### config.mk
export PLATFORM = sky130hd
export DESIGN_NAME = rx_interface_flat
export DESIGN_NICKNAME = d
export VERILOG_FILES = /design/src/rtl/rx_interface_pkg.sv /design/src/rtl/rx_interface_if.sv /design/src/rtl/rx_interface_detector_flanco.sv /design/src/rtl/rx_interface.sv /design/src/flat_wrapper.sv
export SDC_FILE = /design/constraint.sdc
export NUM_CORES = 1
export LEC_CHECK = 0
export ABC_AREA = 1
export CORE_MARGIN = 10
export CORE_UTILIZATION = 39
export DETAILED_ROUTE_END_ITERATION = 8
export PLACE_DENSITY = 0.74
export SLEW_MARGIN = 20
export SYNTH_ARGS = -nofsm -noshare
export SYNTH_HDL_FRONTEND = slang
export SYNTH_SLANG_ARGS = --single-unit
### constraint.sdc
create_clock -name i_clock -period 1.1 [get_ports i_clock]
set_input_delay 0.33 -clock i_clock [delete_from_list [all_inputs] [get_ports i_clock]]
set_output_delay 0.33 -clock i_clock [all_outputs]
set_load 0.05 [all_outputs]
### src/rtl/rx_interface_pkg.sv
// rx_interface_pkg: shared FSM state encodings and width defaults for the UART/ALU front end.
package rx_interface_pkg;
    localparam int DEF_WIDTH_WORD   = 8;
    localparam int DEF_WIDTH_OPCODE = 6;
    // One-hot so that any corrupted encoding is trivially distinct from every legal state.
    typedef enum logic [4:0] {
        ESPERA_A      = 5'b00001,
        ESPERA_B      = 5'b00010,
        ESPERA_OPCODE = 5'b00100,
        EJECUTAR      = 5'b01000,
        ESPERA_TX     = 5'b10000
    } state_t;
endpackage

### src/rtl/rx_interface_if.sv
// rx_interface_if: bus between UART rx/tx, ALU and the frame collector.
//   rx_done/data_in   : received-byte level and data
//   alu_result        : combinational ALU output for the current operands
//   tx_done           : transmitter-finished level
//   operando_a/b      : registered ALU operands
//   opcode            : registered ALU opcode
//   data_out/tx_start : registered transmit byte and one-clock request
interface rx_interface_if import rx_interface_pkg::*; #(
    parameter int WIDTH_WORD   = DEF_WIDTH_WORD,
    parameter int WIDTH_OPCODE = DEF_WIDTH_OPCODE
) ();
    logic                    rx_done;
    logic [WIDTH_WORD-1:0]   data_in;
    logic [WIDTH_WORD-1:0]   alu_result;
    logic                    tx_done;
    logic [WIDTH_WORD-1:0]   operando_a;
    logic [WIDTH_WORD-1:0]   operando_b;
    logic [WIDTH_OPCODE-1:0] opcode;
    logic [WIDTH_WORD-1:0]   data_out;
    logic                    tx_start;
    modport slave (
        input  rx_done, data_in, alu_result, tx_done,
        output operando_a, operando_b, opcode, data_out, tx_start
    );
    modport master (
        output rx_done, data_in, alu_result, tx_done,
        input  operando_a, operando_b, opcode, data_out, tx_start
    );
endinterface

### src/rtl/rx_interface_detector_flanco.sv
// detector_flanco: 1-bit rising-edge detector.
//   i_clock/i_reset : clock, synchronous active-high reset
//   i_signal        : level input
//   o_flanco        : high while i_signal is high and its previous sample was low
module detector_flanco (
    input  logic i_clock,
    input  logic i_reset,
    input  logic i_signal,
    output logic o_flanco
);
    logic prev;
    // Reset captures the live level so a signal already high at release is not an edge.
    always_ff @(posedge i_clock) prev <= i_signal;
    assign o_flanco = i_signal & ~prev & ~i_reset;
endmodule

### src/rtl/rx_interface.sv
// rx_interface: collects operand A, operand B and opcode bytes from the UART, then sends the ALU result.
//   i_clock/i_reset : clock, synchronous active-high reset
//   bus (slave)     : rx/tx handshakes, ALU operands/opcode/result, transmit byte and request
module rx_interface import rx_interface_pkg::*; #(
    parameter int WIDTH_WORD   = DEF_WIDTH_WORD,
    parameter int WIDTH_OPCODE = DEF_WIDTH_OPCODE
) (
    input logic           i_clock,
    input logic           i_reset,
    rx_interface_if.slave bus
);
    state_t                  state;
    logic                    rx_flanco, tx_flanco;
    logic [WIDTH_WORD-1:0]   operando_a, operando_b, data_out;
    logic [WIDTH_OPCODE-1:0] opcode;
    logic                    tx_start;

    detector_flanco u_rx (.i_clock(i_clock), .i_reset(i_reset), .i_signal(bus.rx_done), .o_flanco(rx_flanco));
    detector_flanco u_tx (.i_clock(i_clock), .i_reset(i_reset), .i_signal(bus.tx_done), .o_flanco(tx_flanco));

    always_ff @(posedge i_clock) begin
        if (i_reset) begin
            state      <= ESPERA_A;
            operando_a <= '0;
            operando_b <= '0;
            opcode     <= '0;
            data_out   <= '0;
            tx_start   <= 1'b0;
        end else begin
            tx_start <= 1'b0;
            case (state)
                ESPERA_A: if (rx_flanco) begin
                    operando_a <= bus.data_in;
                    state      <= ESPERA_B;
                end
                ESPERA_B: if (rx_flanco) begin
                    operando_b <= bus.data_in;
                    state      <= ESPERA_OPCODE;
                end
                ESPERA_OPCODE: if (rx_flanco) begin
                    opcode <= bus.data_in[WIDTH_OPCODE-1:0];
                    state  <= EJECUTAR;
                end
                EJECUTAR: begin
                    data_out <= bus.alu_result;
                    tx_start <= 1'b1;
                    state    <= ESPERA_TX;
                end
                // rx edges here are dropped; only a fresh tx edge closes the frame.
                ESPERA_TX: if (tx_flanco) state <= ESPERA_A;
                default: state <= ESPERA_A;
            endcase
        end
    end

    assign bus.operando_a = operando_a;
    assign bus.operando_b = operando_b;
    assign bus.opcode     = opcode;
    assign bus.data_out   = data_out;
    assign bus.tx_start   = tx_start;
endmodule

### src/flat_wrapper.sv
// flat-port wrapper written by rule: the top's interface ports become plain ports
module rx_interface_flat import rx_interface_pkg::*;
#(
    parameter int WIDTH_WORD   = DEF_WIDTH_WORD,
    parameter int WIDTH_OPCODE = DEF_WIDTH_OPCODE
)
  (i_clock, i_reset, bus_rx_done, bus_data_in, bus_alu_result, bus_tx_done, bus_operando_a, bus_operando_b, bus_opcode, bus_data_out, bus_tx_start);
  rx_interface_if #(.WIDTH_WORD(WIDTH_WORD), .WIDTH_OPCODE(WIDTH_OPCODE)) bus_i ();
  input logic i_clock;
  input logic i_reset;
  input wire logic [$bits(bus_i.rx_done)-1:0] bus_rx_done;
  input wire logic [$bits(bus_i.data_in)-1:0] bus_data_in;
  input wire logic [$bits(bus_i.alu_result)-1:0] bus_alu_result;
  input wire logic [$bits(bus_i.tx_done)-1:0] bus_tx_done;
  output wire logic [$bits(bus_i.operando_a)-1:0] bus_operando_a;
  output wire logic [$bits(bus_i.operando_b)-1:0] bus_operando_b;
  output wire logic [$bits(bus_i.opcode)-1:0] bus_opcode;
  output wire logic [$bits(bus_i.data_out)-1:0] bus_data_out;
  output wire logic [$bits(bus_i.tx_start)-1:0] bus_tx_start;
  assign bus_i.rx_done = bus_rx_done;
  assign bus_i.data_in = bus_data_in;
  assign bus_i.alu_result = bus_alu_result;
  assign bus_i.tx_done = bus_tx_done;
  assign bus_operando_a = bus_i.operando_a;
  assign bus_operando_b = bus_i.operando_b;
  assign bus_opcode = bus_i.opcode;
  assign bus_data_out = bus_i.data_out;
  assign bus_tx_start = bus_i.tx_start;
  rx_interface #(.WIDTH_WORD(WIDTH_WORD), .WIDTH_OPCODE(WIDTH_OPCODE)) u_core (.i_clock(i_clock), .i_reset(i_reset), .bus(bus_i));
endmodule
==> metrics.md, run 1 <==
| Metric | Value |
|---|---|
| Setup crit end kind | `flip-flop` |
| Total gr overflow | `0` |
| Via-to-Cell Ratio | `roughly 4.9` |
| Die Y | `80.8 um` |
| Post-CTS Hold Buffers | `0` |
| Synth warn | `0` |
| CTS sink cnt | `38` |
| Register-to-register setup slack | `-0.17 ns` |
| Avg Synthesized Cell Area | `8.05 um2` |
| Clock Tree Buf Depth | `2` |
| Failing checks | `setup timing` |
| HP Start | `bus_rx_done` |
| CP Data Arrival Time | `about 1.5 ns` |
| Slowest cell on the critical path | `dfxtp_2` |
| Number of remaining DRC errors | `0` |
| Final RePlAce weighted congestion | `between 0.8 and 0.9` |
| Critical-path cell list | `nor2_4 -> nand3_4 -> buf_12 -> nor2_4 -> o21ai_1 -> nor2_1` |
| Max Clock Freq | `between 0.7 and 0.8 GHz` |
| H-tree depth | `2` |
| Crit start category | `flip-flop` |
| Final Hold Vio Count | `0` |
| First-pass GRT wire length | `between 7000 and 8000 um` |
| Seq cells post-synth | `38` |
| Setup violators final | `59` |
| Syn Inst Count | `about 180` |
| Router iterations before antenna repair | `4` |
| Setup CP Type | `reg -> reg` |
| CP top delay family | `simple AND/OR/NAND/NOR gates` |
| Slew @ Worst Pin | `between 0.2 and 0.3 ns` |
| Synthesis-to-layout area growth | `93.2%` |
| Layout cell share with drive strength beyond 1 | `approximately half` |
| Setup_tns | `-4.69 ns` |
| Hold path cells | `1` |
| Peak VDD IR | `0.778 mV` |
| Num ports | `51` |
| Row count | `22` |
| Status | `finished, violations left` |
| Final clock skew | `approximately 0.007 ns` |
| Most frequent cells in the layout | `51 x nor2_1, 33 x buf_12, 32 x dfxtp_2` |
| Chip Width | `between 80 and 90 um` |
| Static Leak | `roughly 1.2 nW` |
| R2r endpoint | `u_core.bus.operando_b[1]$_SDFFE_PP0P_` |
| Clock slew at reported path FFs | `around 0.070 ns` |
| Initial DRC count | `~130` |
| Post-layout min period | `1.27 ns` |
| Antenna Cells | `0` |
| Crit path max fanout | `5` |
| Critical path required time | `1.33 ns` |
| CP most frequent cell | `nor2_4` |
| Port Buffers | `50` |
| Net Sw Power | `about 0.69 mW` |
| Cell area after synthesis | `approximately 1400 um2` |
| Via count | `roughly 1500` |
| Total GRT Usage | `roughly 15%` |
| Clk root buf | `clkbuf_8` |
| CTS tree | `done` |
| Final period utilization | `116%` |
| Pwr Density | `1060 nW/um2` |
| Worst min-delay path class | `in -> reg` |
| Post-Syn Nets | `just under 200` |
| CTS Buf Count | `5` |
| WHS Endpoint | `u_core.u_rx.prev$_DFF_P_` |
| RR Startpoint | `u_core.state[3]$_SDFFE_PP0P_` |
| Most common cell after layout, fill and taps aside | `nor2_1` |
| Worst stage delay on the critical path | `0.34 ns` |
| Final wirelength | `around 4800 um` |
| Gate power share | `about an eighth` |
| Pin count of the biggest net entering global routing | `32` |
| CP Buf/Inv Count | `1` |
| Clock Power Share | `between 30 and 40%` |
| Slew HR | `between 80% and 90%` |
| Antenna violations before repair | `0` |
| Path depth of the worst reg2reg path | `6` |
| Drt wl/cell | `~16 um` |
| Vias in the first global route | `between 1500 and 2000` |
| # fillers | `about 220` |
| Final worst slack | `-0.174 ns` |
| Core Area | `3610 um2` |
| ANT nets after route | `0` |
| Sequential share of power | `between 40% and 50%` |
| Die footprint | `6520 um2` |
| Fin. max-slew vios | `0` |
| Seq/Total Area, Yosys | `52.8%` |
| Fin util | `between 70% and 80%` |
| Initial Util | `39.9%` |
| Netlist cell types | `19` |
| Net Sw Frac | `23.6%` |
| Max-Cap Viols | `0` |
| Worst-Skew Late Latency | `0.29 ns` |
| Detail Placement HPWL | `3090 um` |
| RSZ-0062 raised after global routing | `true` |
| Final net count | `273` |
| Pint | `roughly 2.3 mW` |
==> state kept, by name (all words and copies together) (netlist names) <==
name,cells
u_core.bus.data_out,8
u_core.bus.opcode,6
u_core.bus.operando_a,8
u_core.bus.operando_b,8
u_core.bus.tx_start,1
u_core.state,5
u_core.u_rx.prev,1
u_core.u_tx.prev,1
==> cell type report <==
cell class	count	area, um2	share of cell area (%)
tap	48	60.1	2.16
sequential	38	816	29.3
multi-input combinational	129	747	26.8
timing repair inverter	2	10.0	0.360
clock buffer	7	76.3	2.74
timing repair buffer	66	980	35.2
clock inverter	1	30.0	1.08
inverter	11	63.8	2.29
==> metal layers <==
layer  share of wire (%)  track usage (%)
met1                  40             17.5
met2                  52             26.0
met3                 5.2             3.75
met4                 2.2             8.48
met5                   0                0
==> how the worst max path moves through the flow <==
| stage | startpoint | endpoint | slack (ns) | cells after the start |
|---|---|---|---|---|
| global route | u_core.state[1]$_SDFFE_PP0P_ | u_core.bus.data_out[7]$_SDFFE_PP0N_ | -0.25 | 6 |
| floorplan | i_reset | u_core.bus.operando_a[0]$_SDFFE_PP0P_ | -0.04 | 6 |
| CTS | u_core.u_rx.prev$_DFF_P_ | u_core.bus.operando_a[5]$_SDFFE_PP0P_ | -0.11 | 6 |
| finish | u_core.state[3]$_SDFFE_PP0P_ | u_core.bus.operando_b[1]$_SDFFE_PP0P_ | -0.17 | 6 |
| detailed placement | bus_rx_done | u_core.bus.operando_a[5]$_SDFFE_PP0P_ | -0.65 | 8 |
| global placement | bus_rx_done | u_core.bus.operando_a[1]$_SDFFE_PP0P_ | -0.59 | 8 |
==> synth_stat cells <==
cell / n / area [um2]
nor2_4: 1 / 11.3
nand3_2: 2 / 20.0
inv_2: 2 / 7.51
nor3_4: 1 / 16.3
nor2_1: 69 / 259
o21ai_0: 30 / 150
a21oi_1: 1 / 5.00
o21a_1: 1 / 7.51
clkinv_1: 1 / 3.75
dfxtp_1: 38 / 761
nor2_2: 2 / 12.5
inv_4: 1 / 6.26
nor2_8: 3 / 60.1
nand2_1: 8 / 30.0
inv_1: 7 / 26.3
nand4_2: 1 / 12.5
nand3_1: 2 / 10.0
nor3_1: 6 / 30.0
clkbuf_1: 3 / 11.3
==> power groups by stage <==
stage / sequential, mW / combinational, mW / clock [mW]
3_3_place_gp: 1.45 / 0.314 / 0
3_5_place_dp: 1.45 / 0.318 / 0
4_1_cts: 1.43 / 0.349 / 1.17
5_1_grt: 1.43 / 0.393 / 1.22
2_1_floorplan: 1.50 / 0.0838 / 0
6_report: 1.42 / 0.370 / 1.15
==> stage by stage <==
step | cell area [um2] | cells | hold WS, ns | power (mW) | setup slack (ns)
after detailed placement | 2400 | 285 | 0.561 | 1.77 | -0.650
after global placement | 2400 | 285 | 0.557 | 1.77 | -0.593
final | 2780 | 302 | 0.255 | 2.95 | -0.174
after floorplan | 1450 | 179 | 0.358 | 1.58 | -0.0431
after CTS | 2700 | 300 | 0.246 | 2.95 | -0.106
after global routing | 2780 | 302 | 0.259 | 3.03 | -0.250
==> worst reg2reg max path, delay by kind of cell, from the launching register on <==
family	cells	cell delay, ns
buffers and inverters	1	0.16
AO/OA/AOI/OAI	1	0.11
flip-flops	1	0.34
AND/OR/NAND/NOR	4	0.60
==> cells by family after synthesis <==
kind of cell	after synthesis	share of synthesized area, %
compound gates	32	11.3
simple gates	95	32.1
buf+inv	14	3.82
flops	38	52.8
==> what timing repair did <==
| action | in CTS | in global routing |
|---|---|---|
| resized for setup | 69 | 26 |
| pin swaps | 7 | 13 |
| buffers inserted | 4 | 1 |
| endpoints found under the hold margin | 0 | 0 |
| gates cloned | 3 | 1 |
| endpoints found under the setup margin | 66 | 66 |
Power figures use the tool's default switching activity.
==> run 2: changes to the inputs <==
- CORE_UTILIZATION: 39 -> 44
- PLACE_DENSITY: 0.74 -> 0.78
- SYNTH_HIERARCHICAL: not set -> 1
- clock period: 1.1 -> 1.26 ns (I/O delays scaled with it)
==> run 2 against run 1 <==
Net effect: the flow still finishes with violations (setup timing); core utilization rose by 12 points; clock skew barely moved; maximum frequency fell by 2.2%; total power fell by 21%; sequential share of layout area rose by 0.40 points; count of clock-buffer cells in the layout rose by 1; via count rose by 13%; combinational power fell by 15%; final area fell by 1.0%; global-route usage rose by 1.3 points; die area fell by 8.1%; register-to-register slack improved by 0.13 ns; largest power group unchanged; highest routed layer unchanged.
==> metrics.md, run 2 <==
| Metric | Value |
|---|---|
| Seq cells post-synth | `38 (unchanged)` |
| Crit path max fanout | `5 (unchanged)` |
| Biggest regs | `u_core/bus.data_out x8, u_core/bus.operando_a x8, u_core/bus.operando_b x8` |
| Initial Util | `46.8% (+6.8 points)` |
| Antenna Cells | `0 (unchanged)` |
| RSZ-0062 raised after global routing | `true` |
| Max Clock Freq | `0.768 GHz (-2.2%)` |
| H-tree depth | `2 (unchanged)` |
| Slowest cell on the critical path | `dfxtp_2` |
| Synthesis-to-layout area growth | `89.7%` |
| CP Buf/Inv Count | `0 (-1)` |
| RR Startpoint | `u_core/state[1]$_SDFFE_PP0P_` |
| CP top delay family | `simple AND/OR/NAND/NOR gates` |
| Total gr overflow | `0 (unchanged)` |
| CTS sink cnt | `38 (unchanged)` |
| Clk root buf | `clkbuf_4` |
| Most numerous cell in the Yosys netlist | `dfxtp_1` |
| Post-Syn Nets | `205 (+3.0%)` |
| Pin count of the biggest net entering global routing | `18 (-44%)` |
| Post-layout min period | `1.30 ns (+0.0282 ns)` |
| Final worst slack | `-0.0421 ns (+0.132 ns)` |
| ANT nets after route | `0 (unchanged)` |
| Max-Cap Viols | `0 (unchanged)` |
| Netlist cell types | `18 (-1)` |
| Register-to-register setup slack | `-0.04 ns (+0.13 ns)` |
| Antenna violations before repair | `0 (unchanged)` |
| Fin. max-slew vios | `0 (unchanged)` |
| Final net count | `284 (+4.0%)` |
| # placed instances | `285 (unchanged)` |
| Pre-CTS WS | `-0.498 ns (+0.152 ns)` |
| Row count | `20 (-9.1%)` |
| Final wirelength | `5910 um (+24%)` |
| Router iterations before antenna repair | `4 (unchanged)` |
| Layout cell share with drive strength beyond 1 | `51.3% (-0.25 points)` |
| Worst-Skew Late Latency | `0.34 ns (+0.05 ns)` |
| Post-CTS Hold Buffers | `0 (unchanged)` |
| CTS tree | `done` |
| Area leader, netlist | `dfxtp_1` |
| Pwr Density | `847 nW/um2 (-20%)` |
| Via count | `1677 (+13%)` |
| Failing checks | `setup timing` |
| Final clock skew | `0.00646 ns (-0.000343 ns)` |
| Peak VDD IR | `0.774 mV (-0.61%)` |
| Die Y | `77.4 um (-4.1%)` |
| Crit start category | `flip-flop` |
| Synth warn | `6 (+6)` |
| Path depth of the worst reg2reg path | `8 (+2)` |
| Final Hold Vio Count | `0 (unchanged)` |
| CP most frequent cell | `nand2_1` |
| CP Data Arrival Time | `1.55 ns (+0.04 ns)` |
| Num ports | `51 (unchanged)` |
| Most frequent cells in the layout | `32 x buf_12, 31 x dfxtp_2, 26 x nand2_1` |
| Top cells by area, synth | `dfxtp_1 52%, a21oi_1 8.6%, nand2_1 7.5%, nand3_1 5.9%, nor2_1 5.4%` |
| Most common cell after layout, fill and taps aside | `buf_12` |
| Drt wl/cell | `19.1 um (+21%)` |
| Critical-path cell list | `nor2_4 -> nand2_2 -> nor2_4 -> nor2_1 -> nand2_2 -> nand2_1 -> nand2_1 -> nand2_1` |
| Clock Tree Buf Depth | `2 (unchanged)` |
| Via-to-Cell Ratio | `5.43 (+10%)` |
| Final period utilization | `103% (-12 points)` |
| Total GRT Usage | `16.7% (+1.3 points)` |
| Cell area after synthesis | `1450 um2 (+0.78%)` |
| Non-filler cells, final | `309 (+2.3%)` |
| Syn Inst Count | `185 (+3.4%)` |
| WHS Endpoint | `u_core/u_tx/prev$_DFF_P_` |
| Post-DP Area | `2390 um2 (-0.57%)` |
| Critical path required time | `1.51 ns (+0.18 ns)` |
| Core Area | `3100 um2 (-14%)` |
| Design area | `2750 um2 (-1.0%)` |
| Vias in the first global route | `1637 (+4.5%)` |
| Synth top area share | `52.4% (-0.41 points)` |
| Final RePlAce weighted congestion | `0.833 (+2.6%)` |
| Synth async-reset ratio | `0% (unchanged)` |
| Clock slew at reported path FFs | `0.11 ns (+0.04 ns)` |
| Avg Synthesized Cell Area | `7.85 um2 (-2.5%)` |
| Detail Placement HPWL | `3300 um (+6.7%)` |
| Port Buffers | `50 (unchanged)` |
| Setup violators final | `14 (-76%)` |
| Static Leak | `1.07 nW (-8.4%)` |
| Worst min-delay path class | `in -> reg` |
| Total Power | `2.33 mW (-21%)` |
| Slew @ Worst Pin | `0.300 ns (+0.0153 ns)` |
| First-pass GRT wire length | `8260 um (+7.5%)` |
| Post-synth EDFFs | `0 (unchanged)` |
| Die footprint | `6000 um2 (-8.1%)` |
| Initial DRC count | `187 (+47%)` |
| Setup CP Type | `reg -> reg` |
| Setup crit end kind | `flip-flop` |
| Seq/Total Area, Yosys | `52.4% (-0.41 points)` |
| Slew HR | `80.0% (-1.0 points)` |
| Synth cell count leaders | `38 x dfxtp_1, 29 x nand2_1, 25 x a21oi_1` |
| R2r endpoint | `u_core/state[0]$_SDFFE_PP1P_` |
| Worst stage delay on the critical path | `0.35 ns (about the same)` |
| Status | `finished, violations left` |
| CTS Buf Count | `5 (unchanged)` |
| HP Start | `bus_tx_done` |
| Number of remaining DRC errors | `0 (unchanged)` |
| Hold path cells | `1 (unchanged)` |
| Chip Width | `77.4 um (-4.1%)` |
| Primary FF master, synth | `dfxtp_1` |
[run 2: where the power goes]
part	internal [mW]	switching, mW
sequential	1.21	0.0185
clock	0.382	0.407
combinational	0.148	0.168
total	1.74	0.593
[run 2: layout make-up]
| type | instances | area (um2) |
|---|---|---|
| multi-input combinational | 122 | 672 |
| tap | 44 | 55.1 |
| clock buffer | 8 | 78.8 |
| fill | 145 | 349 |
| sequential | 38 | 818 |
| inverter | 18 | 73.8 |
| timing repair buffer | 79 | 1060 |
[run 2: per-layer routing]
layer	routed length, um	vias up	track usage (%)
met3	692	10	10.0
met4	72	0	4.01
met2	2750	110	27.3
met5	0	-	0
li1	-	758	-
met1	2390	799	18.1
[run 2: worst reg2reg max path, stage by stage (launching register included)]
cell	delay (ns)
dfxtp_2	0.35
nor2_4	0.17
nand2_2	0.12
nor2_4	0.20
nor2_1	0.11
nand2_2	0.09
nand2_1	0.06
nand2_1	0.06
nand2_1	0.05
[run 2: timing repair]
item,4_1_cts,5_1_grt
setup buffers,7,7
pin swaps,5,14
cloned,2,0
resized for setup,47,33
endpoints found under the setup margin,56,56
[run 2: per-stage QoR]
stage          util [%]  TNS [ns]  hold WS [ns]
6_report           88.8    -0.302         0.192
4_1_cts            84.4   -0.0249         0.278
3_5_place_dp       77.1    -14.37         0.485
2_1_floorplan         -         0         0.406
5_1_grt            88.8     -1.23         0.162
3_3_place_gp       77.1    -13.49         0.472
[run 2: logic make-up after synthesis]
logic type / Yosys count / synth area share, %
simple gates: 80 / 25.8
compound gates: 41 / 14.1
flops: 38 / 52.4
buf+inv: 26 / 7.67
[run 2: worst max-delay path by stage]
| stage | startpoint | endpoint | cells past startpoint |
|---|---|---|---|
| final | u_core/state[1]$_SDFFE_PP0P_ | u_core/state[0]$_SDFFE_PP1P_ | 8 |
| after global routing | u_core/state[0]$_SDFFE_PP1P_ | u_core/state[0]$_SDFFE_PP1P_ | 8 |
| after CTS | bus_tx_done | u_core/state[0]$_SDFFE_PP1P_ | 11 |
| after detailed placement | bus_rx_done | u_core/bus.opcode[1]$_SDFFE_PP0P_ | 7 |
| after global placement | bus_rx_done | u_core/bus.operando_b[0]$_SDFFE_PP0P_ | 7 |
| after floorplan | bus_rx_done | u_core/bus.operando_b[3]$_SDFFE_PP0P_ | 7 |
==> run 3: changes to the inputs <==
- CORE_UTILIZATION: 44 -> 39
- PLACE_DENSITY: 0.78 -> 0.74
- clock period: 1.26 -> 1.1 ns (I/O delays scaled with it)
==> run 3 against run 2 <==
Net effect: count of clock-buffer cells in the layout down 2; sequential share of layout area down 3.7 points; highest routed layer unchanged; the flow still finishes with violations (setup timing); total power up 31%; combinational power up 33%; via count up 0.42%; non-clock buffer count up 13; first-iteration DRC count down 53%; routed wire length down 2.5%; critical endpoint is now u_core/bus.operando_b[0]$_SDFFE_PP0P_; global-route usage up 0.075 points; clock skew up 0.0017 ns; core utilization down 3.6 points; die area up 9.4%.
==> metrics.md, run 3 (synthesis gave the netlist of run 2 again) <==
| Metric | Value |
|---|---|
| Status | `finished, violations left` |
| Failing checks | `setup timing` |
| Via count | `1684 (+0.42%)` |
| ANT nets after route | `0 (unchanged)` |
| Hold path cells | `1 (unchanged)` |
| Register-to-register setup slack | `-0.22 ns (-0.18 ns)` |
| RR Startpoint | `u_core/state[1]$_SDFFE_PP0P_` |
| Peak VDD IR | `1.19 mV (+54%)` |
| First-pass GRT wire length | `8530 um (+3.3%)` |
| Post-CTS Hold Buffers | `0 (unchanged)` |
| Final worst slack | `-0.222 ns (-0.180 ns)` |
| CTS Buf Count | `5 (unchanged)` |
| Pin count of the biggest net entering global routing | `18 (unchanged)` |
| Core Area | `3630 um2 (+17%)` |
| # placed instances | `293 (+2.8%)` |
| Detail Placement HPWL | `3160 um (-4.3%)` |
| Final clock skew | `0.00814 ns (+0.00168 ns)` |
| Antenna violations before repair | `0 (unchanged)` |
| Total gr overflow | `0 (unchanged)` |
| HP Start | `bus_tx_done` |
| H-tree depth | `2 (unchanged)` |
| Biggest regs | `u_core/bus.data_out x8, u_core/bus.operando_a x8, u_core/bus.operando_b x8` |
| Setup CP Type | `reg -> reg` |
| WHS Endpoint | `u_core/u_tx/prev$_DFF_P_` |
| Slowest cell on the critical path | `dfxtp_2` |
| Row count | `22 (+10%)` |
| CTS tree | `done` |
| Die footprint | `6560 um2 (+9.4%)` |
| Fin. max-slew vios | `0 (unchanged)` |
| Total GRT Usage | `16.8% (+0.075 points)` |
| CP Data Arrival Time | `1.49 ns (-0.06 ns)` |
| Setup_tns | `-4.84 ns (-4.54 ns)` |
| Slew HR | `78.7% (-1.3 points)` |
| Die Y | `81.0 um (+4.6%)` |
| Final RePlAce weighted congestion | `0.828 (-0.56%)` |
| Critical path required time | `1.27 ns (-0.24 ns)` |
| Post-DP Area | `2460 um2 (+2.9%)` |
| Clock slew at reported path FFs | `0.08 ns (-0.03 ns)` |
| Final net count | `297 (+4.6%)` |
| Crit start category | `flip-flop` |
| Final wirelength | `5760 um (-2.5%)` |
| Non-filler cells, final | `325 (+5.2%)` |
| Slew @ Worst Pin | `0.319 ns (+0.0188 ns)` |
| Initial DRC count | `87 (-53%)` |
| Chip Width | `81.0 um (+4.6%)` |
| Worst stage delay on the critical path | `0.37 ns (+0.02 ns)` |
| Vias in the first global route | `1721 (+5.1%)` |
| Most frequent cells in the layout | `37 x buf_12, 33 x dfxtp_2, 26 x nand2_1` |
| Worst min-delay path class | `in -> reg` |
| Antenna Cells | `0 (unchanged)` |
| # fillers | `190 (+31%)` |
| Port Buffers | `50 (unchanged)` |
| Number of remaining DRC errors | `0 (unchanged)` |
| Drt wl/cell | `17.7 um (-7.3%)` |
| Post-layout min period | `1.32 ns (+0.0198 ns)` |
| Setup crit end kind | `flip-flop` |
| Most common cell after layout, fill and taps aside | `buf_12` |
| Final Hold Vio Count | `0 (unchanged)` |
| RSZ-0062 raised after global routing | `true` |
| Fin util | `85.1% (-3.6 points)` |
| Critical-path cell list | `inv_2 -> nor2_4 -> nand4_4 -> o21ai_0 -> a21oi_1` |
| Initial Util | `39.9% (-6.8 points)` |
| Router iterations before antenna repair | `4 (unchanged)` |
| Final period utilization | `120% (+17 points)` |
| Pwr Density | `985 nW/um2 (+16%)` |
| Worst-Skew Late Latency | `0.30 ns (-0.04 ns)` |
| Num ports | `51 (unchanged)` |
| Via-to-Cell Ratio | `5.18 (-4.5%)` |
| Clk root buf | `clkbuf_8` |
| Max Clock Freq | `0.756 GHz (-1.5%)` |
| Setup violators final | `65 (+51)` |
| Crit path max fanout | `6 (+1)` |
| Static Leak | `1.20 nW (+12%)` |
| Path depth of the worst reg2reg path | `5 (-3)` |
| Max-Cap Viols | `0 (unchanged)` |
| CTS sink cnt | `38 (unchanged)` |
| Layout cell share with drive strength beyond 1 | `59.9% (+8.6 points)` |
| R2r endpoint | `u_core/bus.operando_b[0]$_SDFFE_PP0P_` |
| Synthesis-to-layout area growth | `113%` |
| Design area | `3090 um2 (+12%)` |
| Clock Tree Buf Depth | `2 (unchanged)` |
| Total Power | `3.05 mW (+31%)` |
[run 3: cell types whose count changed in the layout (fill, tap and decap cells not counted), moves of 3 or more]
cell,change
nand3_1,-11
dfxtp_4,-4
buf_12,+5
inv_1,-3
buf_6,+8
clkbuf_8,+3
nor2_1,-3
nand3_2,+11
clkbuf_4,-5
[run 3: cell type report]
| class | instances | area [um2] | area share (%) |
|---|---|---|---|
| Multi-Input combinational cell | 122 | 771 | 24.9 |
| Clock buffer | 6 | 82.6 | 2.67 |
| Clock inverter | 1 | 30.0 | 0.971 |
| Sequential cell | 38 | 806 | 26.1 |
| Timing Repair Buffer | 92 | 1270 | 40.9 |
| Tap cell | 48 | 60.1 | 1.94 |
| Inverter | 18 | 77.6 | 2.51 |
[run 3: worst max-delay path: cells and delay by family, from the launching register on]
kind	cells	cell delay [ns]
compound gates	2	0.39
flops	1	0.37
simple gates	2	0.37
buf+inv	1	0.07
[run 3: worst max-delay path by stage]
stage                                             from                               endpoint  slack, ns  depth (start not counted)
after CTS                 u_core/state[1]$_SDFFE_PP0P_      u_core/bus.opcode[0]$_SDFFE_PP0P_      -0.09                          6
after floorplan                            bus_rx_done  u_core/bus.operando_b[3]$_SDFFE_PP0P_      -0.02                          7
after global routing      u_core/state[1]$_SDFFE_PP0P_  u_core/bus.operando_b[0]$_SDFFE_PP0P_      -0.25                          5
final                     u_core/state[1]$_SDFFE_PP0P_  u_core/bus.operando_b[0]$_SDFFE_PP0P_      -0.22                          5
after detailed placement                   bus_rx_done  u_core/bus.operando_b[1]$_SDFFE_PP0P_      -0.65                          6
after global placement                     bus_rx_done           u_core/state[2]$_SDFFE_PP0P_      -0.54                          6
[run 3: power breakdown]
| part | internal, mW | leakage [nW] | switching, mW |
|---|---|---|---|
| clock | 0.725 | 0.0573 | 0.486 |
| combinational | 0.213 | 0.814 | 0.206 |
| sequential | 1.39 | 0.324 | 0.0212 |
| total | 2.33 | 1.20 | 0.713 |
[run 3: per-stage QoR]
| step | setup slack (ns) | hold slack, ns |
|---|---|---|
| 6_report | -0.222 | 0.185 |
| 5_1_grt | -0.252 | 0.197 |
| 4_1_cts | -0.0885 | 0.291 |
| 3_5_place_dp | -0.647 | 0.476 |
| 3_3_place_gp | -0.542 | 0.471 |
| 2_1_floorplan | -0.0153 | 0.358 |
[run 3: layer usage]
| metal | vias to the layer above | share of wire, % | wire, um | global-route usage (%) |
|---|---|---|---|---|
| met5 | - | 0 | 0 | 0 |
| met3 | 13 | 8.3 | 479 | 5.41 |
| met4 | 0 | 2.8 | 162 | 11.1 |
| li1 | 785 | - | - | - |
| met2 | 70 | 52 | 2980 | 28.7 |
| met1 | 816 | 37 | 2140 | 17.3 |
[run 3: timing repair]
| action | 4_1_cts | 5_1_grt |
|---|---|---|
| endpoints found under the setup margin | 66 | 66 |
| cloned | 2 | 0 |
| buffers inserted | 12 | 11 |
| resized for setup | 71 | 33 |
| pin swaps | 30 | 15 |
